==> src/rtl/csr_bram_loader_pkg.sv <==
// Shared definitions for the CSR automaton table loader and its readers.
// Holds the BRAM geometry, the header tag value and field positions, and the
// loader state encoding.
package csr_bram_loader_pkg;

   localparam int         CSR_ADDR_W  = 20;
   localparam int         CSR_DATA_W  = 32;
   localparam logic [7:0] CSR_MAGIC   = 8'hC5;

   // Header word layout: tag in [31:24], word count in [ADDR_W-1:0]
   localparam int         HDR_TAG_MSB = 31;
   localparam int         HDR_TAG_LSB = 24;

   typedef logic [2:0] state_t;

   localparam state_t ST_IDLE = 3'd0;
   localparam state_t ST_HDR  = 3'd1;
   localparam state_t ST_LOAD = 3'd2;
   localparam state_t ST_DONE = 3'd3;
   localparam state_t ST_ERR  = 3'd4;

endpackage

==> src/rtl/csr_bram_loader_if.sv <==
// Stream-in / BRAM-write-out bundle for csr_bram_loader.
//  s_data, s_valid : word stream from the source
//  s_ready         : loader accepts the word this cycle
//  wr_addr, wr_data, wr_en : BRAM write port
// slave  = loader side, master = stream source / BRAM side.
interface csr_bram_loader_if
   import csr_bram_loader_pkg::*;
#(
   parameter int ADDR_W = CSR_ADDR_W,
   parameter int DATA_W = CSR_DATA_W
);
   logic [DATA_W-1:0] s_data;
   logic              s_valid;
   logic              s_ready;
   logic [ADDR_W-1:0] wr_addr;
   logic [DATA_W-1:0] wr_data;
   logic              wr_en;

   modport slave (
      input  s_data, s_valid,
      output s_ready, wr_addr, wr_data, wr_en
   );

   modport master (
      output s_data, s_valid,
      input  s_ready, wr_addr, wr_data, wr_en
   );
endinterface

==> src/rtl/csr_bram_loader_hdr_check.sv <==
// Combinational header decode for the table loader.
//  hdr     in   DATA_W  candidate header word
//  ok      out  1       tag matches and the table fits above BASE_ADDR
//  n_words out  ADDR_W  word count field
module csr_bram_loader_hdr_check
   import csr_bram_loader_pkg::*;
#(
   parameter int               ADDR_W    = CSR_ADDR_W,
   parameter int               DATA_W    = CSR_DATA_W,
   parameter logic [ADDR_W-1:0] BASE_ADDR = '0,
   parameter logic [7:0]        MAGIC     = CSR_MAGIC
) (
   input  logic [DATA_W-1:0] hdr,
   output logic              ok,
   output logic [ADDR_W-1:0] n_words
);
   localparam logic [ADDR_W:0] ADDR_SPAN = {1'b1, {ADDR_W{1'b0}}};

   logic [ADDR_W:0] end_addr;
   logic            tag_ok;
   logic            range_ok;
   logic            unused_hdr_bits;

   // Bits between the count field and the tag carry no meaning
   assign unused_hdr_bits = ^hdr[HDR_TAG_LSB-1:ADDR_W];

   always_comb begin
      n_words  = hdr[ADDR_W-1:0];
      // One extra bit so BASE_ADDR + N can reach exactly 2**ADDR_W without wrapping
      end_addr = {1'b0, BASE_ADDR} + {1'b0, n_words};
      tag_ok   = (hdr[HDR_TAG_MSB:HDR_TAG_LSB] == MAGIC);
      range_ok = (end_addr <= ADDR_SPAN);
      ok       = tag_ok && range_ok;
   end
endmodule

==> src/rtl/csr_bram_loader.sv <==
// Writer side of the CSR automaton table memory. Parses one header word from
// the stream, then writes N table words to the BRAM at consecutive addresses
// starting at BASE_ADDR. load_done gates traversal start.
//  clk        in   1         rising-edge clock
//  reset      in   1         asynchronous, active-low
//  start      in   1         one-cycle pulse; arms the loader from IDLE, DONE or ERR
//  bus        slave          stream in + BRAM write port (csr_bram_loader_if)
//  load_busy  out  1         header or table load in progress
//  load_done  out  1         table valid; held until next start or reset
//  load_error out  1         bad tag or range overflow; held until next start or reset
//  words_wr   out  ADDR_W+1  words written during the current load
//
// state | meaning
// IDLE  | after reset, waiting for start
// HDR   | waiting to accept the header word
// LOAD  | accepting table words, one BRAM write per accept
// DONE  | table complete (also the cycle of the final write)
// ERR   | header rejected, no writes
module csr_bram_loader
   import csr_bram_loader_pkg::*;
#(
   parameter int               ADDR_W    = CSR_ADDR_W,
   parameter int               DATA_W    = CSR_DATA_W,
   parameter logic [ADDR_W-1:0] BASE_ADDR = '0,
   parameter logic [7:0]        MAGIC     = CSR_MAGIC
) (
   input  logic               clk,
   input  logic               reset,
   input  logic               start,
   csr_bram_loader_if.slave   bus,
   output logic               load_busy,
   output logic               load_done,
   output logic               load_error,
   output logic [ADDR_W:0]    words_wr
);
   state_t            state;
   logic [ADDR_W-1:0] remaining;
   logic              accept;
   logic              hdr_ok;
   logic [ADDR_W-1:0] hdr_n;
   logic              wr_en_q;
   logic [ADDR_W-1:0] wr_addr_q;
   logic [DATA_W-1:0] wr_data_q;

   csr_bram_loader_hdr_check #(
      .ADDR_W    (ADDR_W),
      .DATA_W    (DATA_W),
      .BASE_ADDR (BASE_ADDR),
      .MAGIC     (MAGIC)
   ) u_hdr_check (
      .hdr     (bus.s_data),
      .ok      (hdr_ok),
      .n_words (hdr_n)
   );

   assign load_busy   = (state == ST_HDR) || (state == ST_LOAD);
   assign bus.s_ready = load_busy;
   assign accept      = bus.s_valid && load_busy;
   assign bus.wr_en   = wr_en_q;
   assign bus.wr_addr = wr_addr_q;
   assign bus.wr_data = wr_data_q;

   always_ff @(posedge clk or negedge reset) begin
      if (!reset) begin
         state      <= ST_IDLE;
         remaining  <= '0;
         wr_en_q    <= 1'b0;
         wr_addr_q  <= '0;
         wr_data_q  <= '0;
         words_wr   <= '0;
         load_done  <= 1'b0;
         load_error <= 1'b0;
      end else begin
         wr_en_q <= 1'b0;
         case (state)
            ST_IDLE, ST_DONE, ST_ERR: begin
               // DONE is entered with the final write; done shows one cycle later
               if (state == ST_DONE) begin
                  load_done <= 1'b1;
               end
               if (start) begin
                  state      <= ST_HDR;
                  load_done  <= 1'b0;
                  load_error <= 1'b0;
                  words_wr   <= '0;
               end
            end
            ST_HDR: begin
               if (accept) begin
                  if (!hdr_ok) begin
                     state      <= ST_ERR;
                     load_error <= 1'b1;
                  end else if (hdr_n == '0) begin
                     state <= ST_DONE;
                  end else begin
                     remaining <= hdr_n;
                     state     <= ST_LOAD;
                  end
               end
            end
            ST_LOAD: begin
               if (accept) begin
                  wr_en_q   <= 1'b1;
                  wr_data_q <= bus.s_data;
                  wr_addr_q <= BASE_ADDR + words_wr[ADDR_W-1:0];
                  words_wr  <= words_wr + (ADDR_W+1)'(1);
                  remaining <= remaining - ADDR_W'(1);
                  if (remaining == ADDR_W'(1)) begin
                     state <= ST_DONE;
                  end
               end
            end
            default: state <= ST_IDLE;
         endcase
      end
   end
endmodule

==> src/flat_wrapper.sv <==
// flat-port wrapper written by rule: the top's interface ports become plain ports
module csr_bram_loader_flat import csr_bram_loader_pkg::*;
#(
   parameter int               ADDR_W    = CSR_ADDR_W,
   parameter int               DATA_W    = CSR_DATA_W,
   parameter logic [ADDR_W-1:0] BASE_ADDR = '0,
   parameter logic [7:0]        MAGIC     = CSR_MAGIC
)
  (clk, reset, start, load_busy, load_done, load_error, words_wr, bus_s_data, bus_s_valid, bus_s_ready, bus_wr_addr, bus_wr_data, bus_wr_en);
  csr_bram_loader_if #(.ADDR_W(ADDR_W), .DATA_W(DATA_W)) bus_i ();
  input  logic clk;
  input  logic reset;
  input  logic start;
  output logic load_busy;
  output logic load_done;
  output logic load_error;
  output logic [ADDR_W:0] words_wr;
  input wire logic [$bits(bus_i.s_data)-1:0] bus_s_data;
  input wire logic [$bits(bus_i.s_valid)-1:0] bus_s_valid;
  output wire logic [$bits(bus_i.s_ready)-1:0] bus_s_ready;
  output wire logic [$bits(bus_i.wr_addr)-1:0] bus_wr_addr;
  output wire logic [$bits(bus_i.wr_data)-1:0] bus_wr_data;
  output wire logic [$bits(bus_i.wr_en)-1:0] bus_wr_en;
  assign bus_i.s_data = bus_s_data;
  assign bus_i.s_valid = bus_s_valid;
  assign bus_s_ready = bus_i.s_ready;
  assign bus_wr_addr = bus_i.wr_addr;
  assign bus_wr_data = bus_i.wr_data;
  assign bus_wr_en = bus_i.wr_en;
  csr_bram_loader #(.ADDR_W(ADDR_W), .DATA_W(DATA_W), .BASE_ADDR(BASE_ADDR), .MAGIC(MAGIC)) u_core (.clk(clk), .reset(reset), .start(start), .bus(bus_i), .load_busy(load_busy), .load_done(load_done), .load_error(load_error), .words_wr(words_wr));
endmodule
==> config.mk <==
export PLATFORM = sky130hd
export DESIGN_NAME = csr_bram_loader_flat
export DESIGN_NICKNAME = d
export VERILOG_FILES = /design/src/rtl/csr_bram_loader_pkg.sv /design/src/rtl/csr_bram_loader_if.sv /design/src/rtl/csr_bram_loader_hdr_check.sv /design/src/rtl/csr_bram_loader.sv /design/src/flat_wrapper.sv
export SDC_FILE = /design/constraint.sdc
export NUM_CORES = 1
export LEC_CHECK = 0
export ABC_AREA = 0
export CORE_AREA = 10 10 95 139
export CTS_BUF_LIST = sky130_fd_sc_hd__clkbuf_16
export DETAILED_ROUTE_END_ITERATION = 12
export DIE_AREA = 0 0 105 149
export DONT_BUFFER_PORTS = 1
export GPL_TIMING_DRIVEN = 0
export HOLD_SLACK_MARGIN = 0.05
export PLACE_DENSITY = 0.57
export SETUP_SLACK_MARGIN = 0.4
export SLEW_MARGIN = 5
export SYNTH_ARGS = -nofsm -noshare
export SYNTH_HDL_FRONTEND = slang
export SYNTH_SLANG_ARGS = --single-unit
export TNS_END_PERCENT = 1
==> constraint.sdc <==
create_clock -name clk -period 4.1 [get_ports clk]
set_clock_uncertainty 0.15 [all_clocks]
set_input_delay 1.23 -clock clk [delete_from_list [all_inputs] [get_ports clk]]
set_output_delay 1.23 -clock clk [all_outputs]
set_load 0.01 [all_outputs]
======== Word level (Yosys, flattened, before mapping) ========
Cells that the tools add are included.
cells by class
  add/subtract/negate cells ............... 2
  order comparisons ....................... 1
  equal/unequal tests ..................... 13
  multiplexer cells ....................... 23
  reductions and logical operators ........ 16
operator list
  operator                                                                  count
  20-bit two-way mux                                                        4
  21-bit two-way mux                                                        2
  21-bit case mux with 2 select lines                                       1
  20-bit case mux with 2 select lines                                       1
  21-bit by 1-bit adder with 21-bit output (second input constant)          1
  20-bit by 21-bit <= comparator with 1-bit output (second input constant)  1
  20-bit by 1-bit equality test with 1-bit output (second input constant)   1
  20-bit logical NOT                                                        1
  20-bit by 1-bit subtractor with 20-bit output (second input constant)     1
  3-bit two-way mux                                                         5
  3-bit case mux with 3 select lines                                        1
  8-bit equality test (second input constant)                               1
  1-bit two-way mux                                                         8
  2-bit inequality test (second input constant)                             4
  4-bit AND reduction                                                       2
  2-bit nonzero test                                                        4
  3-bit by 2-bit equality test with 1-bit output (second input constant)    2
  2-bit by 1-bit inequality test with 1-bit output (second input constant)  3
  5-bit AND reduction                                                       1
  2-bit AND reduction                                                       2
  3-bit by 1-bit equality test with 1-bit output (second input constant)    1
  3-bit equality test (second input constant)                               1
  3-bit logical NOT                                                         1
  3-bit AND reduction                                                       1
  4 further kinds                                                           5
word-level totals
  flip-flop bits (word level) ............. 99
  output and inout port bits .............. 78

======== Depth between registers and ports, before layout ========
Gate-level depths: netlist of the first run.
  depth in word-level cells ............... 5
  depth in mapped cells ................... 8
  gate-level depth less buffers ........... 7

======== Cells and area by module ========
A second synthesis of the first run with hierarchy kept.
unflattened totals
  cells, all modules ...................... 562
  area, all modules ....................... 4,895.9 µm²
by module, submodules not included
  module                     instances  cells each  area each (µm²)  sequential area each (µm²)
  csr_bram_loader            1          539         4,718.3          2,477.4
  csr_bram_loader_hdr_check  1          23          177.7            0.0

======== Worst setup path after synthesis of the first run ========
No wires, ideal clock.
  path kind ............................... in2reg
  from .................................... input port bus_s_data[10]
  to ...................................... register u_core.remaining[10]
  library setup time ...................... 0.138 ns
  arrival time ............................ 2.380 ns
  slack ................................... 1.432 ns
  stages on the path ...................... 6
  buffers on the path ..................... 1
  cell sequence ........................... nor4_1 -> nand3_1 -> o211a_1 -> nor2_1 -> buf_6 -> o22ai_1
between the ends
  word-level cells in the longest chain between the ends .. 4
RTL lines
  what                                                                                              RTL line                                                text
  from (decl)                                                                                       flat_wrapper.sv:18                                      input wire logic [$bits(bus_i.s_data)-1:0] bus_s_data;
  20-bit by 21-bit <= comparator with 1-bit output or 20-bit two-way mux (tied branches)            csr_bram_loader_hdr_check.sv:32, csr_bram_loader.sv:93
  1-bit logical AND or 20-bit two-way mux (tied branches)                                           csr_bram_loader_hdr_check.sv:33, csr_bram_loader.sv:90
  2-bit by 1-bit inequality test with 1-bit output (no line) or 20-bit two-way mux (tied branches)  --
  5-bit AND reduction (no line) or 20-bit case mux with 2 select lines (tied branches)              --
  to (signal assigned)                                                                              csr_bram_loader.sv:96                                   remaining <= hdr_n;
  to (signal assigned)                                                                              csr_bram_loader.sv:107                                  remaining <= remaining - ADDR_W'(1);
  to (decl)                                                                                         csr_bram_loader.sv:37                                   logic [ADDR_W-1:0] remaining;
Parallel ways exist; a longest one is shown, timed or not. The select of a mux whose other input is x is not followed.
A chain may end at the register's enable or synchronous reset.

======== Final worst setup path of the first run ========
  from .................................... register u_core.state[1]
  to ...................................... output port load_busy
between the ends
  word-level cells in the longest chain between the ends .. 2
RTL lines
  what                                                                                                              RTL line               text
  from (decl)                                                                                                       csr_bram_loader.sv:36  state_t state;
  from (signal assigned)                                                                                            csr_bram_loader.sv:65  state <= ST_IDLE;
  from (signal assigned)                                                                                            csr_bram_loader.sv:82  state <= ST_HDR;
  from (signal assigned)                                                                                            csr_bram_loader.sv:91  state <= ST_ERR;
  3-bit by 1-bit equality test with 1-bit output or 3-bit by 2-bit equality test with 1-bit output (tied branches)  csr_bram_loader.sv:56  assign load_busy = (state == ST_HDR) || (state == ST_LOAD);
  1-bit logical OR (*)                                                                                              csr_bram_loader.sv:56
  to (decl)                                                                                                         flat_wrapper.sv:14     output logic load_busy;
Every way passes the cells marked *; elsewhere a longest branch is shown, timed or not.

==> results of run 1 <==
==> worst paths after layout <==
check,to,startpoint,cells after the start,slack [ns]
max,load_busy,u_core.state[1],4,1.01
min,u_core.bus.wr_data[13],u_core.bus.wr_data[13],2,0.40
max reg2reg,u_core.remaining[18],u_core.remaining[0],6,1.72
min reg2reg,u_core.bus.wr_data[13],u_core.bus.wr_data[13],2,0.40
max in group asynchronous,u_core.remaining[7],reset,0,3.24
min in group asynchronous,u_core.bus.wr_data[20],reset,0,0.43
==> routing by layer <==
layer / wire length, microns / part of all wire [%] / track usage, %
met1: 4734 / 35 / 16.77
met2: 7420 / 55 / 31.12
met5: 0 / 0 / 0
met3: 1090 / 8.1 / 6.488
met4: 288 / 2.1 / 6.612
==> metrics by stage <==
step                      utilization [%]  hold slack (ns)  std cells
after floorplan                         -           0.3597        529
after global placement              45.37           0.3896        676
after detailed placement            45.37           0.3922        676
after CTS                           48.23           0.4091        692
after global routing                48.23           0.4070        692
final                               48.23           0.4002        692
==> sequential cells by signal, indices dropped and copies added, names as in the netlist <==
| name | cells |
|---|---|
| u_core.bus.wr_data | 32 |
| u_core.words_wr | 21 |
| u_core.bus.wr_addr | 20 |
| u_core.remaining | 20 |
| u_core.state | 3 |
| u_core.bus.wr_en | 1 |
| u_core.load_done | 1 |
| u_core.load_error | 1 |
==> cell families after synthesis <==
| family | synth area share (%) |
|---|---|
| buffers and inverters | 4.103 |
| adders and majority gates | 0.7944 |
| AOI/OAI and AO/OA | 13.95 |
| xor gates and xnor gates | 1.668 |
| DFF | 52.42 |
| and+or+nand+nor | 26.16 |
| muxes | 0.9002 |
==> area by class of cell <==
type | instances | area, sq um | area share, %
plain buffers | 28 | 137.6 | 2.637
clock buffers | 9 | 225.2 | 4.316
inverters | 15 | 56.30 | 1.079
clock inverters | 7 | 83.83 | 1.606
flip-flops and latches | 99 | 2477 | 47.47
multi-input cells | 387 | 2054 | 39.37
well taps | 147 | 183.9 | 3.524
==> cell usage in the layout (no fill, tap or decap), types with 9 or more instances in the layout <==
cell	count
dfrtp_1	99
or3_1	10
o21ai_0	32
clkbuf_1	13
nand4_1	10
nand2_1	166
inv_1	15
o22ai_1	11
nor2_1	26
a21oi_1	20
clkbuf_16	9
nor4_1	11
nand3_1	11
==> report_power, final <==
| group | internal [uW] | switching, uW |
|---|---|---|
| combinational | 61.0 | 83.2 |
| clock | 527 | 359 |
| sequential | 1010 | 40.0 |
| total | 1600 | 482 |
==> worst max-delay path: stages, from the launching register on <==
cell and delay (ns):
dfrtp_1 0.37, buf_2 0.22, nand2b_1 0.17, a21oi_1 0.41, buf_4 0.21
==> results.sh, run 1 <==
export IMPL_overflow=0
export IMPL_yosysMostFrequentCell="nand2_1"
export IMPL_post_cts_buffers=0
export IMPL_ys_types=61
export IMPL_synth_commonest_cells="nand2_1 (166), dfrtp_1 (99), o21ai_0 (32)"
export IMPL_synth_edff_count=0
export IMPL_first_iter_violations=151
export IMPL_maxSlewHeadroom_pct=33.57
export IMPL_rows=47
export IMPL_clk_pin_slew_ns=0.06
export IMPL_final_net_count=579
export IMPL_syn_area_sq_um=4726
export IMPL_cts_made_buffers=9
export IMPL_end_kind="output pin"
export IMPL_via_per_inst=5.597
export IMPL_clockBufferDepth=2
export IMPL_synth_top_cell_area_share_pct=52.42
export IMPL_hold_viol_final=0
export IMPL_critPathRequiredTime_ns=2.72
export IMPL_syn_area_per_cell_sq_um=8.933
export IMPL_rsz0062_at_grt="false"
export IMPL_fin_ws_ns=1.007
export IMPL_antenna_found_initial=0
export IMPL_yosysWarnings=0
export IMPL_period_needed_ns=3.093
export IMPL_total_power_uw=2078
export IMPL_grt_pass1_vias=3818
export IMPL_p_leak_uw=0.002444
export IMPL_cts_root_buf="clkbuf_16"
export IMPL_setup_viol=0
export IMPL_drtPass1Iterations=4
export IMPL_timing_hold_worst_class="register to register"
export IMPL_cts_tree="yes"
export IMPL_worstPathMaxFanout=10
export IMPL_place_ws_ns=0.8082
export IMPL_syn_to_final_growth_pct=10.43
export IMPL_syn_inst=529
export IMPL_gp_congestion=0.8649
export IMPL_max_freq_mhz=323.4
export IMPL_antenna_cells=0
export IMPL_post_route_drc_count=0
export IMPL_maxCapViolations=0
export IMPL_worst_setup_path_start_kind="register"
export IMPL_drive_above_1_share_pct=7.339
export IMPL_postCtsHoldBufs=0
export IMPL_arrival_ns=1.71
export IMPL_clock_latency_ns=0.34
export IMPL_yosys_register_bits=99
export IMPL_synth_fp_nets=568
export IMPL_p_per_area_nw_per_um2=398.2
export IMPL_grt_total_usage_pct=16.95
export IMPL_worstSetupPathType="register to output pin"
export IMPL_peakVddDrop_uv=184.7
export IMPL_h_tree_depth=3
export IMPL_grt_pass1_wl_mm=21.20
export IMPL_ys_seq_area_share_pct=52.42
export IMPL_tightestPinTransition_ns=0.9874
export IMPL_die_y_microns=149
export IMPL_period_share_pct=75.43
export IMPL_core_area_sq_um=10820
export IMPL_routed_wl_mm=13.53
export IMPL_final_area_sq_um=5219
export IMPL_cts_sinks=99
export IMPL_status="finished, final reports clean"
export IMPL_die_x_microns=105
export IMPL_ant_nets=0
export IMPL_tns_ns=0
export IMPL_synthArstFlopShare_pct=100.0
export IMPL_dpl_instance_area_sq_um=4910
export IMPL_ctsResizeCount=0
export IMPL_finalMaxSlewViolations=0
export IMPL_synth_area_top_cells="dfrtp_1 (52%), nand2_1 (13%), o21ai_0 (3.4%)"
export IMPL_yosysTopAreaCell="dfrtp_1"
export IMPL_routedWlPerCell_microns=19.56
export IMPL_hpwl_mm=10.14
export IMPL_synthFlopType="dfrtp_1"
export IMPL_vias=3873
export IMPL_grt_max_degree=100
export IMPL_portBuffers=0
export IMPL_nFillCells=1106
export IMPL_initial_utilization_pct=43.67
export IMPL_design_die_area_sq_um=15650
export IMPL_io_pins=114
No activity file was read; power rests on OpenSTA's default activity.
==> run 2, diff against run 1 <==
- PLACE_DENSITY: 0.57 -> 0.59
- clock period: 4.1 -> 2.6 ns (I/O delays scaled with it)
==> results.sh, run 2 (synthesis results as in run 1) <==
export IMPL_path_depth=3
export IMPL_tightestPinTransition_ns=0.5702
export IMPL_final_common_cell="nand2_1"
export IMPL_max_freq_mhz=437.8
export IMPL_cts_tree="yes"
export IMPL_ant_nets=0
export IMPL_gp_congestion=0.8559
export IMPL_total_power_uw=3209
export IMPL_rsz0062_at_grt="true"
export IMPL_critPathSlowestCell="dfrtp_1"
export IMPL_design_die_area_sq_um=15650
export IMPL_io_pins=114
export IMPL_grt_pass1_vias=3823
export IMPL_grt_total_usage_pct=16.99
export IMPL_largest_register_ffs=32
export IMPL_final_cell_mix="nand2_1 (166), dfrtp_1 (99), o21ai_0 (32)"
export IMPL_cts_root_buf="clkbuf_16"
export IMPL_post_route_drc_count=0
export IMPL_cpPeakStageDelay_ns=0.41
export IMPL_drive_above_1_share_pct=10.02
export IMPL_worst_setup_path_start_kind="register"
export IMPL_clockBufferDepth=2
export IMPL_clock_latency_ns=0.34
export IMPL_die_x_microns=105
export IMPL_setup_viol=0
export IMPL_maxSlewHeadroom_pct=61.67
export IMPL_finalMaxSlewViolations=0
export IMPL_path_buf_inv=1
export IMPL_timing_hold_worst_class="input port to async pin"
export IMPL_cts_sinks=99
export IMPL_antenna_found_initial=0
export IMPL_routedWlPerCell_microns=19.41
export IMPL_violations="hold timing"
export IMPL_holdWs_ns=-0.02470
export IMPL_peakVddDrop_uv=291.5
export IMPL_p_leak_uw=0.002478
export IMPL_syn_to_final_growth_pct=11.89
export IMPL_status="finished, violations left"
export IMPL_cts_made_buffers=9
export IMPL_antenna_cells=0
export IMPL_fin_util_pct=48.87
export IMPL_reg2reg_depth=6
export IMPL_portBuffers=0
export IMPL_worstPathMaxFanout=4
export IMPL_core_area_sq_um=10820
export IMPL_die_y_microns=149
export IMPL_drtPass1Iterations=4
export IMPL_critPathTopFamily="flip-flops"
export IMPL_worstPathCellList="nand2b_2 > a21oi_4 > buf_6"
export IMPL_h_tree_depth=3
export IMPL_vias=3912
export IMPL_nFillCells=1048
export IMPL_hold_viol_final=81
export IMPL_period_share_pct=87.85
export IMPL_first_iter_violations=187
export IMPL_arrival_ns=1.35
export IMPL_period_needed_ns=2.284
export IMPL_maxCapViolations=0
export IMPL_rows=47
export IMPL_clk_pin_slew_ns=0.07
export IMPL_hpwl_mm=10.04
export IMPL_p_per_area_nw_per_um2=606.9
export IMPL_overflow=0
export IMPL_routed_wl_mm=13.51
export IMPL_grt_pass1_wl_mm=21.22
export IMPL_grt_max_degree=100
export IMPL_final_net_count=583
export IMPL_initial_utilization_pct=43.67
export IMPL_via_per_inst=5.621
export IMPL_worstSetupPathType="register to output pin"
export IMPL_critPathRequiredTime_ns=1.67
export IMPL_end_kind="output pin"
-- run 2: cell count changes in the layout (fill, tap and decap cells not counted), moves of 2 or more --
cell | previous run | this run
clkbuf_2 | 1 | 5
clkbuf_1 | 13 | 10
nand2b_1 | 5 | 3
buf_2 | 5 | 3
nor2_1 | 26 | 24
buf_4 | 2 | 7
-- run 2: what timing repair did --
item                       in CTS  in global routing
setup buffers                   1                  3
pin swaps                       2                  1
resized for setup               5                 17
hold endpoints to repair       99                 99
setup endpoints to repair      31                 82
-- run 2: final cells by class --
class                           count  area (sq um)  area share, %
Inverter                           15         56.30          1.065
Timing Repair Buffer                4         30.03         0.5679
Sequential cell                    99          2477          46.85
Clock buffer                        9         225.2          4.259
Multi-Input combinational cell    387          2102          39.75
Tap cell                          147         183.9          3.478
Buffer                             28         151.4          2.863
Clock inverter                      7         61.31          1.159
-- run 2: worst paths after layout --
path / start / end / slack (ns)
setup reg to reg: u_core.remaining[0] / u_core.remaining[18] / 0.34
min in group clk: bus_s_data[19] / u_core.bus.wr_data[19] / 0.39
max in group asynchronous: reset / u_core.state[0] / 2.17
hold / removal: reset / u_core.bus.wr_data[21] / -0.02
setup / recovery: u_core.state[1] / load_busy / 0.32
hold reg to reg: u_core.bus.wr_data[19] / u_core.bus.wr_data[19] / 0.40
-- run 2: per-stage QoR --
step / instance area [sq um] / hold WS [ns] / cells / setup TNS, ns / setup slack (ns)
global placement: 4912 / 0.3381 / 676 / -1.079 / -0.2385
global route: 5288 / -0.03936 / 696 / 0 / 0.2548
CTS: 5226 / -0.02968 / 693 / 0 / 0.2217
finish: 5288 / -0.02470 / 696 / 0 / 0.3160
floorplan: 4728 / 0.3344 / 529 / 0 / 0.3839
detailed placement: 4912 / 0.3384 / 676 / -1.874 / -0.2629
-- run 2: worst register-to-register path, delay by kind of cell (launching register included) --
family          cells  cell delay, ns
compound gates      2            0.35
fa+ha+maj           1            0.21
buf+inv             1            0.12
flops               1            0.42
simple gates        2            0.89
-- run 2: power breakdown --
part	internal (uW)	switching, uW	leakage [uW]
registers	1590	67.6	0.00135
clock network	735	573	0.000143
logic	109	137	0.000988
-- run 2: routing by layer --
metal / global-route usage (%) / share of wire, %
met5: 0 / 0
met4: 6.267 / 2.4
met3: 6.531 / 8.2
met2: 30.62 / 54
met1: 17.43 / 36
==> run 3, diff against run 2 <==
--- a/config.mk
+++ b/config.mk
@@ -6,5 +6,4 @@
 export NUM_CORES = 1
 export LEC_CHECK = 0
-export ABC_AREA = 0
 export CORE_AREA = 10 10 95 139
 export CTS_BUF_LIST = sky130_fd_sc_hd__clkbuf_16
==> constraint.sdc (replaced) <==
create_clock -name clk -period 2.6 [get_ports clk]
set_clock_uncertainty 0.15 [all_clocks]
set_input_delay 0.39 -clock clk [delete_from_list [all_inputs] [get_ports clk]]
set_output_delay 0.39 -clock clk [all_outputs]
set_load 0.01 [all_outputs]
==> results.sh, run 3 (synthesis results as in run 1) <==
export IMPL_via_per_inst=5.611
export IMPL_period_share_pct=85.69
export IMPL_portBuffers=0
export IMPL_multiInputGateArea_sq_um=2101
export IMPL_grt_total_usage_pct=17.82
export IMPL_core_area_sq_um=10820
export IMPL_h_tree_depth=3
export IMPL_hold_viol_final=99
export IMPL_finalMaxSlewViolations=0
export IMPL_grt_max_degree=100
export IMPL_end_kind="register"
export IMPL_antenna_found_initial=0
export IMPL_worstSetupPathType="register to register"
export IMPL_drive_above_1_share_pct=10.17
export IMPL_post_route_drc_count=0
export IMPL_largest_register_ffs=32
export IMPL_cts_root_buf="clkbuf_16"
export IMPL_cts_sinks=99
export IMPL_period_needed_ns=2.228
export IMPL_placed_cells=676
export IMPL_tightestPinTransition_ns=0.6204
export IMPL_max_freq_mhz=448.8
export IMPL_critPathRequiredTime_ns=2.65
export IMPL_cts_made_buffers=9
export IMPL_postCtsHoldBufs=33
export IMPL_p_leak_uw=0.002592
export IMPL_final_net_count=616
export IMPL_regArea_sq_um=2477
export IMPL_ant_nets=0
export IMPL_design_die_area_sq_um=15650
export IMPL_routed_wl_mm=14.03
export IMPL_antenna_cells=0
export IMPL_tns_ns=0
export IMPL_holdWs_ns=-0.4026
export IMPL_first_iter_violations=176
export IMPL_nFillCells=1058
export IMPL_p_per_area_nw_per_um2=560.6
export IMPL_grt_pass1_vias=4064
export IMPL_rsz0062_at_grt="true"
export IMPL_initial_utilization_pct=43.67
export IMPL_clock_latency_ns=0.34
export IMPL_drtPass1Iterations=6
export IMPL_clockBufferDepth=2
export IMPL_violations="hold timing"
export IMPL_timing_hold_worst_class="input port to async pin"
export IMPL_rows=47
export IMPL_final_common_cell="nand2_1"
export IMPL_die_y_microns=149
export IMPL_worstPathMaxFanout=5
export IMPL_setup_viol=0
export IMPL_clk_pin_slew_ns=0.07
export IMPL_io_pins=114
export IMPL_place_ws_ns=0.1106
export IMPL_maxCapViolations=0
export IMPL_final_instance_count_excl_fill=727
export IMPL_final_cell_mix="nand2_1 (166), dfrtp_1 (99), dlygate4sd3_1 (33)"
export IMPL_vias=4079
export IMPL_routedWlPerCell_microns=19.30
export IMPL_arrival_ns=2.28
export IMPL_cts_tree="yes"
export IMPL_hpwl_mm=10.15
export IMPL_peakVddDrop_uv=330.2
export IMPL_syn_to_final_growth_pct=18.03
export IMPL_grt_pass1_wl_mm=22.54
export IMPL_worst_setup_path_start_kind="register"
export IMPL_gp_congestion=0.8680
export IMPL_reg2reg_slack_ns=0.37
export IMPL_overflow=0
export IMPL_fin_ws_ns=0.3721
export IMPL_maxSlewHeadroom_pct=58.30
export IMPL_status="finished, violations left"
export IMPL_die_x_microns=105
-- run 3: cell types whose count changed in the layout (fill, tap and decap cells not counted), sizes merged --
cell and change:
dlygate4sd3 +33, buf +1, clkbuf -1, bufinv -1, inv -1
-- run 3: per-stage QoR --
step | total power (uW) | util, % | cell area, sq um
after floorplan | 1850 | - | 4726
after global placement | 1902 | 45.37 | 4910
after detailed placement | 1910 | 45.37 | 4910
after CTS | 3131 | 50.76 | 5493
after global routing | 3259 | 51.55 | 5578
final | 3127 | 51.55 | 5578
-- run 3: layer usage --
layer	wire length (microns)	global-route usage, %
met2	7686	32.22
met1	5058	19.08
met4	309	6.749
met3	976	5.277
met5	0	0
-- run 3: report_power, final --
group	leakage (uW)	internal, uW	switching, uW
registers	0.00135	1590	65.9
logic	0.00112	148	148
clock network	0.000123	627	549
total	0.00259	2360	764
-- run 3: layout make-up --
class	instances	area share [%]
Buffer	28	2.647
Clock buffer	9	4.038
Clock inverter	5	0.4262
Inverter	15	1.054
Multi-Input combinational cell	387	37.66
Sequential cell	99	44.41
Tap cell	147	3.297
Timing Repair Buffer	37	6.460
-- run 3: final timing paths --
kind	from	endpoint	depth (start not counted)
min in group clk	bus_s_valid	u_core.state[2]	2
min reg2reg	u_core.bus.wr_data[16]	u_core.bus.wr_data[16]	2
max in group asynchronous	reset	u_core.bus.wr_data[11]	0
max reg2reg	u_core.remaining[1]	u_core.remaining[18]	6
min	reset	u_core.bus.wr_data[23]	0
max	u_core.remaining[1]	u_core.remaining[18]	6
-- run 3: what timing repair did --
action,in CTS,in global routing
buffers inserted,0,4
pin swaps,0,2
endpoints found under the setup margin,26,82
cloned,0,0
resized for setup,2,25
endpoints found under the hold margin,132,99
-- run 3: critical path: stages (launching register included) --
cell and delay (ns):
dfrtp_1 0.42, inv_2 0.09, ha_2 0.19, or3b_4 0.42
or4_4 0.47, o41ai_2 0.22, o22ai_1 0.12
